### src/rtl/legv8_pkg.sv
// Shared LEGv8 datapath constants, MEM/WB control bundle and ALU opcode encodings.
package legv8_pkg;

   localparam int DATA_W     = 64;
   localparam int REG_ADDR_W = 5;
   localparam int CNT_W      = 32;

   // X31 reads as zero, so a write to it never produces a forwardable value
   localparam logic [4:0] XZR = 5'd31;

   localparam logic [3:0] ALU_AND   = 4'd0;
   localparam logic [3:0] ALU_ORR   = 4'd1;
   localparam logic [3:0] ALU_ADD   = 4'd2;
   localparam logic [3:0] ALU_SUB   = 4'd6;
   localparam logic [3:0] ALU_PASSB = 4'd7;
   localparam logic [3:0] ALU_NOR   = 4'd12;

   typedef struct packed {
      logic reg_write;
      logic mem_read;
      logic mem_write;
      logic mem_to_reg;
   } mem_wb_ctrl_t;

   function automatic mem_wb_ctrl_t gate_ctrl(input mem_wb_ctrl_t ctrl, input logic valid);
      return valid ? ctrl : '0;
   endfunction

endpackage

### src/rtl/ex_mem_stage_branch_resolve.sv
// Combinational CBZ / CBNZ / B decision from the ALU zero flag.
module branch_resolve (
   input  logic In_Valid,
   input  logic Branch,
   input  logic Branch_NZ,
   input  logic Uncond_Branch,
   input  logic Zero,
   output logic taken
);

   // Branch_NZ inverts the sense of the zero test, turning CBZ into CBNZ
   assign taken = In_Valid & (Uncond_Branch | (Branch & (Zero ^ Branch_NZ)));

endmodule

### src/rtl/ex_mem_stage.sv
// EX/MEM pipeline register with branch resolution and a saturating taken-branch counter.
// Define EXMEM_FWD_EN to expose the EX/MEM forwarding source (Fwd_Valid/Fwd_Rd/Fwd_Data).
module ex_mem_stage #(
   parameter int DATA_W     = legv8_pkg::DATA_W,
   parameter int REG_ADDR_W = legv8_pkg::REG_ADDR_W,
   parameter int CNT_W      = legv8_pkg::CNT_W
) (
   input  logic                  Clock,
   input  logic                  Reset,
   input  logic                  Stall,
   input  logic                  Flush,
   input  logic                  In_Valid,
   input  logic [DATA_W-1:0]     ALU_Result,
   input  logic                  Zero,
   input  logic [DATA_W-1:0]     Read_Data2,
   input  logic [DATA_W-1:0]     Branch_Target,
   input  logic [REG_ADDR_W-1:0] Rd,
   input  logic                  Reg_Write,
   input  logic                  Mem_Read,
   input  logic                  Mem_Write,
   input  logic                  Mem_To_Reg,
   input  logic                  Branch,
   input  logic                  Branch_NZ,
   input  logic                  Uncond_Branch,
   output logic                  Out_Valid,
   output logic [DATA_W-1:0]     Out_ALU_Result,
   output logic [DATA_W-1:0]     Out_Write_Data,
   output logic [REG_ADDR_W-1:0] Out_Rd,
   output logic                  Out_Reg_Write,
   output logic                  Out_Mem_Read,
   output logic                  Out_Mem_Write,
   output logic                  Out_Mem_To_Reg,
   output logic                  PC_Src,
   output logic [DATA_W-1:0]     Out_Branch_Target,
   output logic                  Flush_Req,
   output logic [CNT_W-1:0]      Taken_Count
`ifdef EXMEM_FWD_EN
   ,
   output logic                  Fwd_Valid,
   output logic [REG_ADDR_W-1:0] Fwd_Rd,
   output logic [DATA_W-1:0]     Fwd_Data
`endif
);

   import legv8_pkg::*;

   logic                  taken;
   mem_wb_ctrl_t          ctrl_in;
   mem_wb_ctrl_t          ctrl_q;
   logic                  valid_q;
   logic                  pc_src_q;
   logic [DATA_W-1:0]     alu_q;
   logic [DATA_W-1:0]     wdata_q;
   logic [DATA_W-1:0]     target_q;
   logic [REG_ADDR_W-1:0] rd_q;
   logic [CNT_W-1:0]      count_q;

   branch_resolve u_branch_resolve (
      .In_Valid      (In_Valid),
      .Branch        (Branch),
      .Branch_NZ     (Branch_NZ),
      .Uncond_Branch (Uncond_Branch),
      .Zero          (Zero),
      .taken         (taken)
   );

   assign ctrl_in = mem_wb_ctrl_t'{Reg_Write, Mem_Read, Mem_Write, Mem_To_Reg};

   // NOTE: state registers use non-blocking assignments so every register samples pre-edge values.
   always_ff @(posedge Clock or posedge Reset) begin
      if (Reset) begin
         valid_q  <= 1'b0;
         ctrl_q   <= '0;
         pc_src_q <= 1'b0;
         alu_q    <= '0;
         wdata_q  <= '0;
         target_q <= '0;
         rd_q     <= '0;
         count_q  <= '0;
      end else if (Flush || pc_src_q) begin
         // A redirect just issued means the EX instruction is wrong-path, even under Stall
         valid_q  <= 1'b0;
         ctrl_q   <= '0;
         pc_src_q <= 1'b0;
      end else if (Stall) begin
         pc_src_q <= 1'b0;
      end else begin
         valid_q  <= In_Valid;
         ctrl_q   <= gate_ctrl(ctrl_in, In_Valid);
         pc_src_q <= taken;
         alu_q    <= ALU_Result;
         wdata_q  <= Read_Data2;
         target_q <= Branch_Target;
         rd_q     <= Rd;
         if (taken && (count_q != '1)) count_q <= count_q + CNT_W'(1);
      end
   end

   assign Out_Valid         = valid_q;
   assign Out_ALU_Result    = alu_q;
   assign Out_Write_Data    = wdata_q;
   assign Out_Rd            = rd_q;
   assign Out_Reg_Write     = ctrl_q.reg_write;
   assign Out_Mem_Read      = ctrl_q.mem_read;
   assign Out_Mem_Write     = ctrl_q.mem_write;
   assign Out_Mem_To_Reg    = ctrl_q.mem_to_reg;
   assign PC_Src            = pc_src_q;
   assign Flush_Req         = pc_src_q;
   assign Out_Branch_Target = target_q;
   assign Taken_Count       = count_q;

`ifdef EXMEM_FWD_EN
   // Loads are excluded: their value only exists after the data-memory read
   assign Fwd_Valid = valid_q & ctrl_q.reg_write & ~ctrl_q.mem_to_reg & (rd_q != REG_ADDR_W'(XZR));
   assign Fwd_Rd    = rd_q;
   assign Fwd_Data  = alu_q;
`endif

endmodule
### config.mk
export PLATFORM = sky130hd
export DESIGN_NAME = ex_mem_stage
export DESIGN_NICKNAME = d
export VERILOG_FILES = /design/src/rtl/legv8_pkg.sv /design/src/rtl/ex_mem_stage_branch_resolve.sv /design/src/rtl/ex_mem_stage.sv
export SDC_FILE = /design/constraint.sdc
export NUM_CORES = 1
export LEC_CHECK = 0
export ABC_AREA = 1
export CORE_AREA = 4 4 172 174
export CTS_CLUSTER_DIAMETER = 60
export DETAILED_ROUTE_END_ITERATION = 7
export DIE_AREA = 0 0 176 178
export PLACE_DENSITY_LB_ADDON = 0.12
export SLEW_MARGIN = 20
export SYNTH_ARGS = -nofsm -noshare
export SYNTH_HDL_FRONTEND = slang
export SYNTH_SLANG_ARGS = --single-unit
export TNS_END_PERCENT = 20
### constraint.sdc
create_clock -name Clock -period 21.9 [get_ports Clock]
set_input_delay 5.475 -clock Clock [delete_from_list [all_inputs] [get_ports Clock]]
set_output_delay 5.475 -clock Clock [all_outputs]
set_load 0.03 [all_outputs]
# Word-level counts from Yosys, hierarchy flattened
# Cells that the tools add are included.
# W data, S select, Z words.
[word_totals]
ramBits = 0
mem_count = 0
mem_bits_ro = 0
wordCells = 31
output_inout_bits = 236
ff_bits = 235
latchBits = 0
[op_classes]
bitwise_logic = 6
n_shift = 0
muxes = 7
n_reduce_logical = 4
div_mod_pow = 0
n_eq_ne = 2
multipliers = 0
n_lt_le_gt_ge = 0
add_sub_neg = 1
[ops]
columns = ["cell", "count"]
rows = [
  ["$add A32 B1 Y32 const B", 1],
  ["$ne A32 B32 Y1 const B", 1],
  ["$mux W4", 3],
  ["$mux W1", 4],
  ["$reduce_and A3 Y1", 1],
  ["$and A1 B1 Y1", 2],
  ["$ne A2 B1 Y1 const B", 1],
  ["$not A1 Y1", 2],
  ["$reduce_and A2 Y1", 1],
  ["$logic_and A1 B1 Y1", 1],
  ["$logic_or A1 B1 Y1", 1],
  ["$or A1 B1 Y1", 1],
  ["$xor A1 B1 Y1", 1],
]

# Logic depth before layout (Yosys ltp)
# Gate-level depths: netlist of run 1.
[logic_depth]
depth_word = 6
depth_mapped = 11
depth_no_buf = 10

# Modules after synthesis
# Synthesis of run 1 repeated with hierarchy kept, for this count alone.
[unflattened]
hier_cells = 1209
hier_area_um2 = 9826.9
[by_module_without_submodules]
columns = ["mod", "cells_each", "seq_area_each_um2", "area_each_um2", "instances"]
rows = [
  ["ex_mem_stage", 1201, 5880.6, 9785.6, 1],
  ["branch_resolve", 8, 0.0, 41.3, 1],
]

# Worst setup path before layout of run 1
# Ideal clock, no wire load.
[synth_timing]
kind = "in2reg"
startpoint = "in Flush"
endpoint = "reg count_q[11], in the netlist Taken_Count[11]"
t_required_ns = 21.834
slack_ns = 15.401
path_buffers = 1
arrival_time_ns = 6.434
cell_stages = 10
path_cell_list = "inv_1 -> nand2_1 -> nor2_4 -> nand2_1 -> a21oi_4 -> nand2_8 -> inv_6 -> buf_6 -> nand2_1 -> nand2_1"
[synth_between]
elab_chain_len = 3
[synth_rtl]
columns = ["element", "line_no", "text"]
rows = [
  ["start, declared", "ex_mem_stage.sv:11", "input logic Flush,"],
  ["$logic_or A1 B1 Y1", "ex_mem_stage.sv:80", "end else if (Flush || pc_src_q) begin"],
  ["$not A1 Y1 (no source line)", "n/a", ""],
  ["$reduce_and A3 Y1 (no source line)", "n/a", ""],
  ["end signal, assigned", "ex_mem_stage.sv:95", "if (taken && (count_q != '1)) count_q <= count_q + CNT_W'(1);"],
  ["end, declared", "ex_mem_stage.sv:56", "logic [CNT_W-1:0] count_q;"],
]
# No other way between the ends.
# A chain may end at the register's enable or synchronous reset.

# Worst setup path after layout of run 1
[layout_timing]
startpoint = "in Flush"
endpoint = "reg ctrl_q, in the netlist Out_Reg_Write"
[layout_between]
elab_chain_len = 2
word_cells_on_any_way = 3
classes_between = "eq/ne (1); mux (1); reduce/logical (1)"
[layout_rtl]
columns = ["element", "line_no", "text"]
rows = [
  ["$logic_or A1 B1 Y1 (*)", "ex_mem_stage.sv:80", ""],
  ["$ne A2 B1 Y1 (no source line) or $mux W4 (tied branches)", "n/a", ""],
  ["end signal, assigned", "ex_mem_stage.sv:89", "ctrl_q <= gate_ctrl(ctrl_in, In_Valid);"],
  ["end, declared", "ex_mem_stage.sv:49", "mem_wb_ctrl_t ctrl_q;"],
]
# Mark *: on every way between the ends. The rest lies on a longest branch, timed or not.

==> run_results.csv, run 1 <==
group,metric,value,unit
status,status,"completed",
cts,cts_tree,"built",
die,initial_utilization,35.3,%
die,die_w,176,um
logic_synthesis,synth_top_family_by_area,"simple AND/OR/NAND/NOR gates",
setup_path,crit_path_end_kind,"register",
route,drtPass1Iterations,4,
logic_synthesis,yosysWarnings,0,
pwr,power_density,88.0,mW/mm^2
timing,setup_violations,0,
setup_path,crit_path_start_kind,"input pin",
cts,clk_latency,0.54,ns
timing,slew_headroom,31.3,%
die,ios,446,
logic_synthesis,synth-compound-area-share,0.625,%
route,drtAntennaViolNets,0,
pwr,power.leakage,0.00752,uW
timing,fin_ws,13.73,ns
logic_synthesis,syn_area,0.00980,mm^2
timing,hold_viol_final,0,
logic_synthesis,synth-simple-area-share,34.3,%
timing,grt_setup_unrepaired,"false",
timing,worst_pin_slew,1.03,ns
logic_synthesis,synth_seq_cells,235,
cts,cts.sinks,235,
pwr,ir_drop,0.0578,mV
timing,fin_tns_setup,0,ns
route,viasPerCell,4.42,
logic_synthesis,avgSynthCellArea,8.09,um^2
timing,fin_crit_sh,37.3,%
place,dp.cells,1991,
timing,drv_slew,0,
setup_path,critical_path_class,"in -> reg",
final_layout,nNetsFinal,1855,
route,remaining_drc_errors,0,
cts,clock_path_buffers,3,
logic_synthesis,synth_fp_nets,1423,
logic_synthesis,synth_cell_types,24,
cts,postCtsHoldBufs,0,
die,core,0.0278,mm^2
cts,root_buffer,"clkbuf_16",
place,portBuffers,445,
logic_synthesis,synth-xor-area-share,1.25,%
setup_path,critPathMaxFanout,96,
die,die_height,178,um
die,die-area,0.0313,mm^2
timing,whs,0.466,ns
final_layout,drive_above_1_share,4.08,%
final_layout,finalNonFillerCells,2053,
place,gp_congestion,0.837,
route,drt_wl_total,34600,um
timing,min_period,8.17,ns
die,row_count,61,
logic_synthesis,synth_adder_area_share,0.128,%
route,wl_per_cell,16.9,um
cts,cts-resized-gates,0,
timing,fin_skew,0.0115,ns
logic_synthesis,syn_inst,1212,
setup_path,critPathArrivalTime,8.60,ns
cts,cts.clk_slew.worst_paths,0.06,ns
cts,cts_setup_buffers,0,
route,vias,9075,
grt,grt_max_degree,125,
cts,h-tree-depth,1,
hold_path,hp-class,"reg -> reg",
hold_path,hold_depth,2,
final_layout,area_delta_synth_final,58.8,%
logic_synthesis,synthMuxAreaShare,0,%
setup_path,worst_ep_required_time,22.33,ns
grt,overflow,0,
grt,grt_pass1_vias,8981,
route,drtIter0Drc,539,
logic_synthesis,ys_seq_area_share,60.0,%
place,dp_slack,13.06,ns
timing,max_freq,0.122,GHz
cts,cts_buffers,29,
flow_run,maxCapViolCount,0,
place,hpwl,25200,um
grt,antenna_found_initial,9,
setup_path,r2r_cells,7,
grt,grt_pass1_wl,52600,um
grt,grt_usage,21.4,%
worst paths after layout:
kind | start | slack [ns] | endpoint
worst max-delay path | Flush | 13.73 | Out_Reg_Write
worst min-delay path | Out_Write_Data[52] | 0.47 | Out_Write_Data[52]
worst max register to register | Flush_Req | 18.68 | Out_Reg_Write
worst min register to register | Out_Write_Data[52] | 0.47 | Out_Write_Data[52]
max in group asynchronous | Reset | 14.95 | Out_Write_Data[42]
min in group asynchronous | Reset | 5.55 | Out_ALU_Result[62]
logic make-up after synthesis:
kind of cell	count (synthesis)
AO/OA/AOI/OAI	10
adder cells (fa/ha/maj)	1
buffers and inverters	85
flip-flops	235
AND/OR/NAND/NOR	867
XOR/XNOR	14
critical path, stage by stage:
cell and delay, ns:
clkdlybuf4s50_1 0.40, inv_1 0.07, nand2_1 0.08, nor2_4 0.63
buf_4 0.86, buf_4 0.80, nand3_1 0.12, o21ai_0 0.13
sequential cells by signal (all words and copies together) (netlist names):
| name | flops |
|---|---|
| Out_Valid | 1 |
| Taken_Count | 32 |
| Out_ALU_Result | 64 |
| Out_Mem_Write | 1 |
| Out_Branch_Target | 64 |
| Out_Mem_To_Reg | 1 |
| Out_Write_Data | 64 |
| Flush_Req | 1 |
| Out_Reg_Write | 1 |
| Out_Mem_Read | 1 |
| Out_Rd | 5 |
routing by layer:
layer	wire length [um]	vias up	GRT usage (%)	part of all wire [%]
met5	42	-	0	0.12
met4	1090	6	8.09	3.2
met3	3290	65	7.84	9.5
met2	16900	320	35.5	49
met1	13300	4169	25.5	38
li1	-	4515	-	-
layout make-up:
cell class                      count  area (um^2)
Clock buffer                       39          793
Inverter                           36          153
Tap cell                          378          473
Antenna cell                        8         20.0
Multi-Input combinational cell    892         3550
Sequential cell                   235         5880
Clock inverter                     15          198
Fill cell                        2638        12200
Timing Repair Buffer              450         4490
through the flow:
stage | util, % | total power (uW) | instance area, um^2
3_3_place_gp | 52.4 | 883 | 14600
2_1_floorplan | - | 703 | 9800
6_report | 56.0 | 1370 | 15600
5_1_grt | 56.0 | 1440 | 15600
3_5_place_dp | 52.4 | 887 | 14600
4_1_cts | 55.9 | 1390 | 15500
cells in the final DEF, fill, tap and decap left out:
cell             instances
inv_6                    5
inv_8                    2
nand3_1                 22
nand2_8                  1
clkdlybuf4s50_1        445
clkbuf_1                 7
nor2_2                   4
inv_1                   32
clkbuf_16               29
nand2_1                784
inv_2                    1
clkinvlp_4               2
diode_2                  8
a21oi_4                  1
bufinv_16                4
clkinv_2                 5
buf_4                    5
nor2_1                  47
xor2_1                   9
nand4_1                  1
clkbuf_8                 3
xnor2_1                  5
nor2_4                   3
o21ai_0                  9
nand3b_1                 2
nand2_4                  2
ha_1                     1
nand2_2                  1
dfrtp_1                235
power breakdown:
| part | switching [uW] | total [uW] | leakage (uW) | internal [uW] |
|---|---|---|---|---|
| Combinational | 206 | 354 | 0.00408 | 148 |
| Sequential | 33.2 | 522 | 0.00296 | 489 |
| Clock | 191 | 494 | 0.000483 | 303 |
| Total | 430 | 1370 | 0.00752 | 940 |
cells in the mapped netlist:
| master | number | area share [%] |
|---|---|---|
| nand2_1 | 784 | 30 |
| dfrtp_1 | 235 | 60 |
| nor2_1 | 47 | 1.8 |
| clkbuf_1 | 40 | 1.5 |
| inv_1 | 33 | 1.3 |
| nand3_1 | 22 | 1.1 |
| o21ai_0 | 9 | 0.46 |
| xor2_1 | 9 | 0.80 |
| buf_6 | 5 | 0.57 |
| xnor2_1 | 5 | 0.45 |
| nor2_2 | 4 | 0.26 |
| nor2_4 | 3 | 0.34 |
| buf_1 | 2 | 0.077 |
| inv_2 | 2 | 0.077 |
| nand2_4 | 2 | 0.23 |
| nand3b_1 | 2 | 0.15 |
| a21oi_4 | 1 | 0.17 |
| buf_2 | 1 | 0.051 |
| buf_4 | 1 | 0.077 |
| ha_1 | 1 | 0.13 |
| inv_6 | 1 | 0.089 |
| nand2_2 | 1 | 0.064 |
| nand2_8 | 1 | 0.20 |
| nand4_1 | 1 | 0.064 |
No activity file was read; power rests on OpenSTA's default activity.
==> run 2, diff against run 1 <==
clock period = 7.8 ns   (was 21.9 ns; I/O delays follow)
==> run 2 against run 1 <==
Compared with the run above:
- non-clock buffer count is the same
- clock-buffer cell count grew 6
- core utilization is essentially flat
- power grew to 2.8 times the previous value
- worst hold slack gained 0.00092 ns
- via count shrank 0.78%
- cell count shrank 0.34%
- design area is essentially flat
- critical endpoint is now Out_Write_Data[56]
- highest routed layer is now met4
==> run_results.csv, run 2 (synthesis gave the netlist of run 1 again) <==
group,metric,value,unit
cts,cts_setup_buffers,0,
setup_path,cpPeakStageDelay,0.71,ns
timing,fin_tns_setup,0,ns
setup_path,worst_ep_required_time,8.26,ns
route,vias,9004,
route,viasPerCell,4.40,
final_layout,area_delta_synth_final,58.7,%
pwr,power.leakage,0.00752,uW
cts,cts_tree,"built",
setup_path,worstReg2RegEnd,"Out_Write_Data[56]",
final_layout,drive_above_1_share,4.03,%
final_layout,finalNonFillerCells,2046,
timing,min_period,4.24,ns
place,dp.cells,1990,
cts,cts-resized-gates,0,
final_layout,n_fill_cell,2627,
place,hpwl,24400,um
final_layout,multi_input_area,0.00355,mm^2
status,status,"completed",
pwr,ir_drop,0.162,mV
pwr,power_density,243,mW/mm^2
setup_path,crit_path_start_kind,"input pin",
cts,cts_buffers,28,
grt,grt_max_degree,204,
flow_run,maxCapViolCount,0,
timing,slew_headroom,29.4,%
place,gp_congestion,0.839,
hold_path,hp-class,"reg -> reg",
setup_path,critPathArrivalTime,4.70,ns
die,die_w,176,um
place,placed_cell_area,0.0146,mm^2
final_layout,nNetsFinal,1854,
timing,worst_pin_slew,1.06,ns
cts,root_buffer,"clkbuf_16",
cts,clock_path_buffers,3,
cts,clk_latency,0.53,ns
setup_path,r2r_slack,5.06,ns
route,drtAntennaViolNets,0,
setup_path,critPathTopFamily,"buffers and inverters",
cts,cts.clk_slew.worst_paths,0.06,ns
die,die_height,178,um
die,die-area,0.0313,mm^2
timing,hold_viol_final,0,
die,ios,446,
hold_path,hold_depth,2,
timing,fin_crit_sh,54.3,%
place,portBuffers,445,
setup_path,critical_path_class,"in -> reg",
timing,max_freq,0.236,GHz
grt,gr-usage-met2,36.2,%
cts,h-tree-depth,1,
grt,use_met3,6.57,%
die,core,0.0278,mm^2
timing,drv_slew,0,
grt,grt_busiest_layer,"met2",
grt,overflow,0,
setup_path,crit_path_end_kind,"register",
hold_path,holdPathEnd,"Out_Write_Data[19]",
final_layout,final_common_cell,"nand2_1",
cts,cts.sinks,235,
hold_path,worstHoldStart,"Out_Write_Data[19]",
route,remaining_drc_errors,0,
timing,whs,0.467,ns
setup_path,r2r_cells,8,
grt,grt_usage,20.7,%
final_layout,layout_common_cells,"784 x nand2_1, 445 x clkdlybuf4s50_1, 235 x dfrtp_1, 47 x nor2_1, 32 x inv_1",
grt,grtUsageMet1,24.7,%
setup_path,cp_common_cell,"nand2_1",
timing,setup_violations,0,
grt,antenna_found_initial,2,
setup_path,r2r_start,"Flush_Req",
die,row_count,61,
timing,grt_setup_unrepaired,"false",
timing,fin_skew,0.00728,ns
grt,grt_pass1_wl,51300,um
route,drtIter0Drc,609,
final_layout,regArea,0.00588,mm^2
setup_path,path_cells,"clkdlybuf4s50_1, inv_1, nand2_1, nor2_4, buf_12, inv_6, buf_6, nand2_1, nand2_1",
route,drtPass1Iterations,4,
route,drt_wl_total,34000,um
pwr,finalPower,3790,uW
route,wl_per_cell,16.6,um
grt,grt_pass1_vias,9001,
setup_path,slowest_stage,"buf_6",
final_layout,final_area,0.0156,mm^2
setup_path,critPathMaxFanout,203,
cts,postCtsHoldBufs,0,
setup_path,timing.critical_path.buf_inv,5,
die,initial_utilization,35.3,%
[run 2: cell count changes in the layout (fill, tap and decap cells not counted), sizes merged]
cell    before  now
inv         40   36
clkbuf      39   45
diode        8    4
bufinv       4    1
clkinv       5    3
[run 2: how the worst max path moves through the flow]
stage | from | to | slack [ns] | cells past startpoint
after detailed placement | Flush | Out_ALU_Result[16] | 2.82 | 9
after global routing | Flush | Out_Write_Data[8] | 3.42 | 9
after global placement | Flush | Out_Write_Data[8] | 2.82 | 9
final | Flush | Out_Write_Data[56] | 3.56 | 9
after floorplan | Reset | Flush_Req | 2.77 | 1
after CTS | Flush | Out_Branch_Target[54] | 3.37 | 9
[run 2: per-layer routing]
layer  up-vias  routed length (um)
met5         -                   0
met4         0                 930
met3        47                2790
met2       302               16900
met1      4147               13400
li1       4508                   -
[run 2: area by class of cell]
type / count / area share (%)
Antenna cell: 4 / 0.0643
Inverter: 36 / 0.957
Timing Repair Buffer: 450 / 29.1
Tap cell: 378 / 3.04
Multi-Input combinational cell: 892 / 22.8
Clock inverter: 6 / 0.394
Sequential cell: 235 / 37.8
Clock buffer: 45 / 5.76
[run 2: worst reg2reg max path: stages (launching register included)]
cell and delay, ns:
dfrtp_1 0.37, inv_1 0.06, nand2_1 0.10, nor2_4 0.05, buf_12 0.21, inv_6 0.92, buf_6 0.71, nand2_1 0.16
nand2_1 0.10
[run 2: metrics by stage]
stage	worst slack [ns]	util (%)
after floorplan	2.77	-
after global placement	2.82	52.4
after detailed placement	2.82	52.4
after CTS	3.37	55.9
after global routing	3.42	56.0
final	3.56	56.0
[run 2: where the power goes]
| group | leakage [uW] | switching, uW | internal, uW |
|---|---|---|---|
| Sequential | 0.00296 | 94.1 | 1370 |
| Clock | 0.000473 | 509 | 814 |
| Combinational | 0.00408 | 579 | 418 |
